<file path="config.mk">
export PLATFORM = sky130hd
export DESIGN_NAME = imem_loader_flat
export DESIGN_NICKNAME = d
export VERILOG_FILES = /design/src/rtl/imem_loader_if.sv /design/src/rtl/imem_loader.sv /design/src/flat_wrapper.sv
export SDC_FILE = /design/constraint.sdc
export NUM_CORES = 1
export LEC_CHECK = 0
export CAP_MARGIN = 25
export CORE_MARGIN = 5
export CORE_UTILIZATION = 45
export CTS_BUF_LIST = sky130_fd_sc_hd__clkbuf_4
export CTS_CLUSTER_SIZE = 16
export DETAILED_ROUTE_END_ITERATION = 12
export PLACE_DENSITY = 0.78
export SYNTH_ARGS = -nofsm -noshare
export SYNTH_HDL_FRONTEND = slang
export SYNTH_SLANG_ARGS = --single-unit
</file>
<file path="constraint.sdc">
create_clock -name clk -period 5.6 [get_ports clk]
set_input_delay 1.12 -clock clk [delete_from_list [all_inputs] [get_ports clk]]
set_output_delay 1.12 -clock clk [all_outputs]
set_load 0.01 [all_outputs]
</file>
<file path="src/rtl/imem_loader_if.sv">
// Loader-side bundle: the byte-stream handshake from the off-chip loader,
// the instruction-memory write port, and the load status/CPU hold lines.
interface imem_loader_if #(
    parameter int ADDR_W = 32
) ();
    logic              start;
    logic [7:0]        in_data;
    logic              in_valid;
    logic              in_ready;
    logic              mem_we;
    logic [ADDR_W-1:0] mem_addr;
    logic [7:0]        mem_wdata;
    logic              busy;
    logic              done;
    logic              error;
    logic              cpu_hold;

    // Master drives the stream and observes the loader; slave is the loader itself.
    modport master (
        output start, in_data, in_valid,
        input  in_ready, mem_we, mem_addr, mem_wdata, busy, done, error, cpu_hold
    );

    modport slave (
        input  start, in_data, in_valid,
        output in_ready, mem_we, mem_addr, mem_wdata, busy, done, error, cpu_hold
    );
endinterface

</file>
<file path="src/rtl/imem_loader.sv">
// Instruction-memory programmer: takes LEN_LO, LEN_HI, LEN payload bytes and
// an XOR checksum over a valid/ready stream, writes payload bytes to byte
// addresses 0..LEN-1 and releases the CPU only after a clean load.
module imem_loader #(
    parameter int MEM_BYTES = 36,
    parameter int ADDR_W    = 32
) (
    input  logic         clk,
    input  logic         reset,
    imem_loader_if.slave bus
);
    typedef enum logic [2:0] {
        IDLE,
        LEN_LO,
        LEN_HI,
        DATA,
        CSUM,
        DONE,
        ERROR
    } state_t;

    localparam logic [16:0] MAX_LEN = 17'(MEM_BYTES);

    state_t            state;
    logic [15:0]       len;
    logic [15:0]       cnt;
    logic [7:0]        csum;
    logic              in_ready_q;
    logic              busy_q;
    logic              done_q;
    logic              error_q;
    logic              cpu_hold_q;
    logic              mem_we_q;
    logic [ADDR_W-1:0] mem_addr_q;
    logic [7:0]        mem_wdata_q;
    logic              accept;

    assign accept = bus.in_valid & in_ready_q;

    // Whole loader FSM; status flags are updated together with each transition
    // so every output comes straight from a flop.
    always_ff @(posedge clk or posedge reset) begin
        if (reset) begin
            state       <= IDLE;
            len         <= '0;
            cnt         <= '0;
            csum        <= '0;
            in_ready_q  <= 1'b0;
            busy_q      <= 1'b0;
            done_q      <= 1'b0;
            error_q     <= 1'b0;
            cpu_hold_q  <= 1'b1;
            mem_we_q    <= 1'b0;
            mem_addr_q  <= '0;
            mem_wdata_q <= '0;
        end else begin
            mem_we_q <= 1'b0;
            case (state)
                IDLE, DONE, ERROR: begin
                    if (bus.start) begin
                        state      <= LEN_LO;
                        cnt        <= '0;
                        csum       <= '0;
                        done_q     <= 1'b0;
                        error_q    <= 1'b0;
                        in_ready_q <= 1'b1;
                        busy_q     <= 1'b1;
                        cpu_hold_q <= 1'b1;
                    end
                end
                LEN_LO: begin
                    if (accept) begin
                        len[7:0] <= bus.in_data;
                        state    <= LEN_HI;
                    end
                end
                LEN_HI: begin
                    if (accept) begin
                        len[15:8] <= bus.in_data;
                        if ({1'b0, bus.in_data, len[7:0]} > MAX_LEN) begin
                            state      <= ERROR;
                            error_q    <= 1'b1;
                            in_ready_q <= 1'b0;
                            busy_q     <= 1'b0;
                        end else if ({bus.in_data, len[7:0]} == 16'd0) begin
                            state <= CSUM;
                        end else begin
                            state <= DATA;
                        end
                    end
                end
                DATA: begin
                    if (accept) begin
                        mem_we_q    <= 1'b1;
                        mem_addr_q  <= ADDR_W'(cnt);
                        mem_wdata_q <= bus.in_data;
                        csum        <= csum ^ bus.in_data;
                        cnt         <= cnt + 16'd1;
                        if (cnt == len - 16'd1) begin
                            state <= CSUM;
                        end
                    end
                end
                CSUM: begin
                    if (accept) begin
                        in_ready_q <= 1'b0;
                        busy_q     <= 1'b0;
                        if (bus.in_data == csum) begin
                            state      <= DONE;
                            done_q     <= 1'b1;
                            cpu_hold_q <= 1'b0;
                        end else begin
                            state   <= ERROR;
                            error_q <= 1'b1;
                        end
                    end
                end
                default: begin
                    state      <= IDLE;
                    in_ready_q <= 1'b0;
                    busy_q     <= 1'b0;
                    cpu_hold_q <= 1'b1;
                end
            endcase
        end
    end

    assign bus.in_ready  = in_ready_q;
    assign bus.busy      = busy_q;
    assign bus.done      = done_q;
    assign bus.error     = error_q;
    assign bus.cpu_hold  = cpu_hold_q;
    assign bus.mem_we    = mem_we_q;
    assign bus.mem_addr  = mem_addr_q;
    assign bus.mem_wdata = mem_wdata_q;
endmodule

</file>
<file path="src/flat_wrapper.sv">
// flat-port wrapper written by rule: the top's interface ports become plain ports
module imem_loader_flat 
#(
    parameter int MEM_BYTES = 36,
    parameter int ADDR_W    = 32
)
  (clk, reset, bus_start, bus_in_data, bus_in_valid, bus_in_ready, bus_mem_we, bus_mem_addr, bus_mem_wdata, bus_busy, bus_done, bus_error, bus_cpu_hold);
  imem_loader_if #(.ADDR_W(ADDR_W)) bus_i ();
  input  logic clk;
  input  logic reset;
  input wire logic [$bits(bus_i.start)-1:0] bus_start;
  input wire logic [$bits(bus_i.in_data)-1:0] bus_in_data;
  input wire logic [$bits(bus_i.in_valid)-1:0] bus_in_valid;
  output wire logic [$bits(bus_i.in_ready)-1:0] bus_in_ready;
  output wire logic [$bits(bus_i.mem_we)-1:0] bus_mem_we;
  output wire logic [$bits(bus_i.mem_addr)-1:0] bus_mem_addr;
  output wire logic [$bits(bus_i.mem_wdata)-1:0] bus_mem_wdata;
  output wire logic [$bits(bus_i.busy)-1:0] bus_busy;
  output wire logic [$bits(bus_i.done)-1:0] bus_done;
  output wire logic [$bits(bus_i.error)-1:0] bus_error;
  output wire logic [$bits(bus_i.cpu_hold)-1:0] bus_cpu_hold;
  assign bus_i.start = bus_start;
  assign bus_i.in_data = bus_in_data;
  assign bus_i.in_valid = bus_in_valid;
  assign bus_in_ready = bus_i.in_ready;
  assign bus_mem_we = bus_i.mem_we;
  assign bus_mem_addr = bus_i.mem_addr;
  assign bus_mem_wdata = bus_i.mem_wdata;
  assign bus_busy = bus_i.busy;
  assign bus_done = bus_i.done;
  assign bus_error = bus_i.error;
  assign bus_cpu_hold = bus_i.cpu_hold;
  imem_loader #(.MEM_BYTES(MEM_BYTES), .ADDR_W(ADDR_W)) u_core (.clk(clk), .reset(reset), .bus(bus_i));
endmodule
</file>
# After elaboration in Yosys (flattened, before gate mapping)

Index checks and enable logic that the tools add are counted.

Add/subtract/negate cells: 2
Order comparisons: 1
Eq/ne operators: 17
Multiplexer cells: 35
Bitwise gates (word level): 4
Reductions and logical operators: 17

Operator list:

| kind                                                                             | count |
|---|---|
| 16-bit two-way mux                                                               | 2 |
| 16-bit case mux with 2 select lines                                              | 1 |
| 3-bit two-way mux                                                                | 8 |
| 16-bit by 1-bit adder with 16-bit output, second input constant                  | 1 |
| 16-bit equality test                                                             | 1 |
| 16-bit by 6-bit greater-than comparator with 1-bit output, second input constant | 1 |
| 16-bit logical NOT                                                               | 1 |
| 8-bit two-way mux                                                                | 2 |
| 8-bit case mux with 2 select lines                                               | 1 |
| 16-bit by 1-bit subtractor with 16-bit output, second input constant             | 1 |
| 1-bit two-way mux                                                                | 15 |
| 3-bit case mux with 5 select lines                                               | 1 |
| 2-bit by 1-bit != test with 1-bit output, second input constant                  | 7 |
| 6-bit AND reduction                                                              | 2 |
| 3-bit equality test, second input constant                                       | 3 |
| 8-bit equality test                                                              | 1 |
| 4-bit AND reduction                                                              | 2 |
| 8-bit XOR                                                                        | 1 |
| 3-bit by 2-bit equality test with 1-bit output, second input constant            | 2 |
| 1-bit case mux with 3 select lines                                               | 2 |
| 2-bit AND reduction                                                              | 3 |
| 3-bit OR reduction                                                               | 2 |
| 5-bit AND reduction                                                              | 1 |
| 2-bit != test, second input constant                                             | 2 |
| 11 further kinds                                                                 | 13 |

Flip-flop bits (word level): 72
Word-level logic and storage cells: 88

# Depth between registers and ports, before layout

Depth after elaboration: 5
Gate-level depth with buffers: 9
Gate-level depth less buffers: 8

# Worst setup path after synthesis

Ideal clock, no wire load.

Kind: in2reg
Start point: input bus_in_data[4]
End point: register u_core.error_q, in the netlist u_core.bus.error
Library setup time: 0.129 ns
Arrival time: 2.445 ns
Slack: 3.026 ns
Stages on the path: 6
Path buffers: 0
Cells stage by stage: or4_1 nor3_1 nand3_1 nand3_1 nor4b_1 a2111o_1

Cells in the longest elaborated chain, start to end: 3
Elaborated cells on any way between the ends: 5
Classes of those cells: 1 x order compare; 3 x eq/ne; 1 x reduce/logical

RTL lines:

| what                                                                                                    | RTL line                              | text |
|---|---|---|
| from (decl)                                                                                             | flat_wrapper.sv:12                    | `input wire logic [$bits(bus_i.in_data)-1:0] bus_in_data;` |
| 16-bit by 6-bit greater-than comparator with 1-bit output / 8-bit equality test (equally long branches) | imem_loader.sv:80, imem_loader.sv:108 |  |
| 2-bit by 1-bit != test with 1-bit output (no line) / 2-bit != test (equally long branches)              | -                                     |  |
| 6-bit AND reduction (no line) *                                                                         | -                                     |  |
| to (signal assigned)                                                                                    | imem_loader.sv:65                     | `error_q <= 1'b0;` |
| to (signal assigned)                                                                                    | imem_loader.sv:82                     | `error_q <= 1'b1;` |
| to (signal assigned)                                                                                    | imem_loader.sv:114                    | `error_q <= 1'b1;` |
| to (decl)                                                                                               | imem_loader.sv:31                     | `logic error_q;` |

Every way passes the cells marked *; elsewhere a longest branch is shown, timed or not.
A chain may end at the register's enable or synchronous reset.

# Worst setup path in the final report

Start point: input bus_in_valid
End point: register u_core.csum[2]

Cells in the longest elaborated chain, start to end: 3

RTL lines:

| what                                               | RTL line           | text |
|---|---|---|
| from (decl)                                        | flat_wrapper.sv:13 | `input wire logic [$bits(bus_i.in_valid)-1:0] bus_in_valid;` |
| 1-bit bitwise AND                                  | imem_loader.sv:38  | `assign accept = bus.in_valid & in_ready_q;` |
| 2-bit by 1-bit != test with 1-bit output (no line) | -                  |  |
| 3-bit AND reduction (no line)                      | -                  |  |
| to (signal assigned)                               | imem_loader.sv:97  | `csum <= csum ^ bus.in_data;` |
| to (decl)                                          | imem_loader.sv:27  | `logic [7:0] csum;` |

Every way passes these cells.

==> results by group <==
Power and ir drop
  • Worst VDD drop: 165.0 uV
  • Leakage: 2.054 nW
  • Power Dens Cells: 249.5 mW/mm^2

Global route
  • Vias in the first global route: 3176
  • Largest net degree at the start of global routing: 52
  • Total gr overflow: 0
  • Gr usage total: 17.08%
  • Initial antenna violation count: 0
  • Global-route wire length before repair: 15450 um

Logic synthesis
  • Sequential-to-total area share from yosys stat: 45.16%
  • Adder and majority cell fraction of the synthesized area: 0.6268%
  • Top-area cell type share of the netlist area: between 40% and 50%
  • Distinct cells, synth: 54
  • Avg Synthesized Cell Area: roughly 9 um^2
  • Dominant combinational cell family by area after synthesis: simple AND/OR/NAND/NOR gates
  • Asr flop ratio synth: 100.0%
  • Yosys warnings: 0
  • Post-Synth XOR/XNOR Area: about 8%
  • Post-synthesis compound-gate area fraction: between 10% and 20%
  • Top post-synthesis cells by area: dfrtp_1 (45%), nand2_1 (8.6%), o21ai_0 (4.6%)
  • Mapped Cells: 447
  • Main synth FF type: dfrtp_1
  • Post-synthesis simple-gate area fraction: 21.87%
  • Mux contribution to synthesized area: 4.168%
  • Post-synth EDFFs: 0
  • Largest area contributor in the netlist: dfrtp_1
  • #FFs+latches synth: approximately 70
  • Syn Std Cell Area: 0.003993 mm^2

Setup path
  • Worst reg2reg setup slack: roughly 2.7 ns
  • Crit. End Element: flip-flop
  • Critical R2R Capture: u_core.state[0]$_DFFE_PP0P_
  • Critical Path Slowest Stage Cell: inv_1
  • CP startpoint: bus_in_valid
  • R2R depth: 6
  • Crit path max fanout: 39
  • Family with the most delay on the worst path: buffers and inverters
  • Max stage delay on crit path: 0.57 ns
  • Critical R2R Launch: u_core.len[6]$_DFFE_PP0P_
  • CP Cell Sequence: clkdlybuf4s50_1, nand2_1, or3_1, buf_4, inv_1, nand2_1, o21ai_0
  • WP depth: 7
  • Buffers & Inverters on Critical Path: 3
  • Setup CP Type: in -> reg
  • CP startpoint kind: primary input
  • Most used cell, CP: nand2_1
  • Critical path arrival: 3.43 ns
  • CP endpoint: u_core.csum[2]$_DFFE_PP0P_
  • Critical Path RT: 5.97 ns

Floorplan
  • Die H: approximately 100 um
  • Full die area: 0.01086 mm^2
  • Core box area: 0.008678 mm^2
  • Ports: 58
  • Die X: ~100 um
  • Initial core utilization: 46.01%
  • Row cnt: 34

Layout
  • Final #Nets: 492
  • Fin util: 52.34%
  • ANT cells: 0
  • Layout area overhead: 13.76%
  • Finished Layout Cells: 591
  • Filler cell count: 822
  • Multi-input logic area: 0.001986 mm^2
  • Reg area: 0.001803 mm^2
  • Layout Cell Area excl Fill: 0.004542 mm^2
  • Layout cells sized above 1: under 10%

Routing
  • Vias: around 3300
  • Drt wl/cell: ~15 um
  • Total Wirelength: 9093 um
  • DRT iter0 DRCs: 262
  • Vias per inst: 5.585
  • DRC Markers: 0
  • Post-route ant nets: 0
  • TritonRoute pass-1 iters: 5

Timing
  • Max Clock Skew: ~0.022 ns
  • Final setup violation count: 0
  • Final Hold Fails: 0
  • Worst-margin pin slew: 0.9950 ns
  • Final setup margin: 2.547 ns
  • RSZ-0062 raised after global routing: no
  • Setup TNS Final: 0 ns
  • Slew HR: 33.42%
  • Fin crit share: 54.51%
  • Final Max Slew Viols: 0
  • Crit path time final: 3.053 ns
  • Max Clock Freq: around 0.33 GHz

Clocking
  • Reg clk slew, reported paths: roughly 0.15 ns
  • Clock Latency Late Sink: 0.45 ns
  • CTS HTree Levels: 3
  • Root buffer cell: clkbuf_4
  • Post_cts resized: 0
  • Cts hold-fix bufs: 0
  • CTS tree: yes
  • CTS Buf Count: 9
  • Postcts setup bufs: 0
  • Clk buf depth: 2
  • Clk sinks: 72

Run status
  • Status: finished, final reports clean

Placement
  • Dpl hpwl: 6634 um
  • Port Buffers: 41
  • GP Congestion: roughly 0.90
  • Dpl cell area: 0.004398 mm^2
  • DP Cell Count: between 500 and 600
  • Pre-CTS setup slack: 2.077 ns

Flow run
  • Max-Cap Viols: 0

Min path
  • Worst Hold Class: reg -> reg
==> cells by family after synthesis <==
kind of cell | Yosys count
flops | 72
buf+inv | 52
other cells | 1
xor+xnor | 36
mux | 15
compound gates | 83
fa+ha+maj | 2
simple gates | 186
==> cell usage in the layout (no fill, tap or decap), drive strengths merged, types with 2 or more instances in the layout <==
master         instances
a41oi                  2
o211ai                 4
o21a                   4
xnor2                 17
dfrtp                 71
o31ai                  2
o21ai                 37
a21oi                 10
nor4b                  2
nand2                 92
or2                    3
ha                     2
nand2b                 2
mux2                  13
or3                    8
nand4                  8
nand3                  8
nor4                  10
a31o                   2
or4                    4
clkdlybuf4s50         41
nor3                  12
nand3b                 2
conb                  16
inv                   19
xor2                  19
mux2i                  2
nor2b                  3
o2111ai                4
and3                   5
o31a                   3
clkbuf                 9
buf                    3
nor2                  25
==> cells in the mapped netlist, types with 2 or more instances <==
library cell   n
dfrtp_1       71
a31o_2         2
nand2b_1       2
a21oi_1       10
nor4_2         2
inv_1         13
or4_1          4
ha_1           2
buf_4         17
mux2i_1        2
o21a_1         4
nor3_1        12
nor4b_1        2
nand4_1        8
nor2b_1        3
o211ai_1       4
o2111ai_1      4
o21ai_0       37
nor2_1        25
nand2_1       92
o31ai_1        2
o31a_1         3
nand3b_1       2
a41oi_1        2
xor2_1        19
nand3_1        8
xnor2_1       17
or2_2          3
or3_1          8
and3_1         5
mux2_2        13
buf_1          2
nor4_1         8
clkbuf_1      19
==> layout make-up <==
type / instances / area share (%)
Tap cell: 108 / 2.975
Multi-Input combinational cell: 338 / 43.72
Timing Repair Buffer: 44 / 9.532
Clock inverter: 7 / 1.515
Clock buffer: 9 / 1.488
Inverter: 13 / 1.074
Sequential cell: 72 / 39.70
==> stage by stage <==
step / hold WS, ns / total power, mW
2_1_floorplan: 0.4760 / 0.7359
3_3_place_gp: 0.4589 / 0.8092
3_5_place_dp: 0.4627 / 0.8152
4_1_cts: 0.4954 / 1.144
5_1_grt: 0.5190 / 1.195
6_report: 0.4873 / 1.133
==> tightest hold or removal path: stages (launching register included) <==
cell	delay (ns)
dfrtp_1	0.36
nand2_1	0.05
nand2_1	0.05
==> flip-flops by register name (all words and copies together) (netlist names) <==
signal and count:
u_core.bus.mem_addr 16, u_core.cnt 16, u_core.len 16, u_core.bus.mem_wdata 8, u_core.csum 8, u_core.state 3
u_core.bus.cpu_hold 1, u_core.bus.done 1, u_core.bus.error 1, u_core.bus.in_ready 1, u_core.bus.mem_we 1
==> routing by layer <==
metal	up-vias	global-route usage [%]	wire length, um
met5	-	0	0
met4	0	4.533	162
met3	15	4.904	582
met2	125	26.46	4258
met1	1576	23.52	4090
li1	1585	-	-
==> worst min path at each step <==
stage / start / endpoint / slack (ns) / depth (start not counted)
6_report: u_core.bus.mem_addr[3]$_DFFE_PP0P_ / u_core.bus.mem_addr[3]$_DFFE_PP0P_ / 0.49 / 2
5_1_grt: u_core.bus.mem_addr[4]$_DFFE_PP0P_ / u_core.bus.mem_addr[4]$_DFFE_PP0P_ / 0.52 / 2
4_1_cts: u_core.bus.mem_addr[3]$_DFFE_PP0P_ / u_core.bus.mem_addr[3]$_DFFE_PP0P_ / 0.50 / 2
3_5_place_dp: u_core.bus.mem_wdata[5]$_DFFE_PP0P_ / u_core.bus.mem_wdata[5]$_DFFE_PP0P_ / 0.46 / 2
3_3_place_gp: u_core.bus.mem_addr[5]$_DFFE_PP0P_ / u_core.bus.mem_addr[5]$_DFFE_PP0P_ / 0.46 / 2
2_1_floorplan: u_core.csum[0]$_DFFE_PP0P_ / u_core.csum[0]$_DFFE_PP0P_ / 0.48 / 1
==> power by group <==
group	switching, mW	total, mW	internal [mW]	leakage, nW
registers	0.0499	0.615	0.565	0.936
logic	0.0982	0.190	0.0918	1.04
clock network	0.222	0.328	0.106	0.0773
Note: power is estimated with default switching activity, not from simulation.
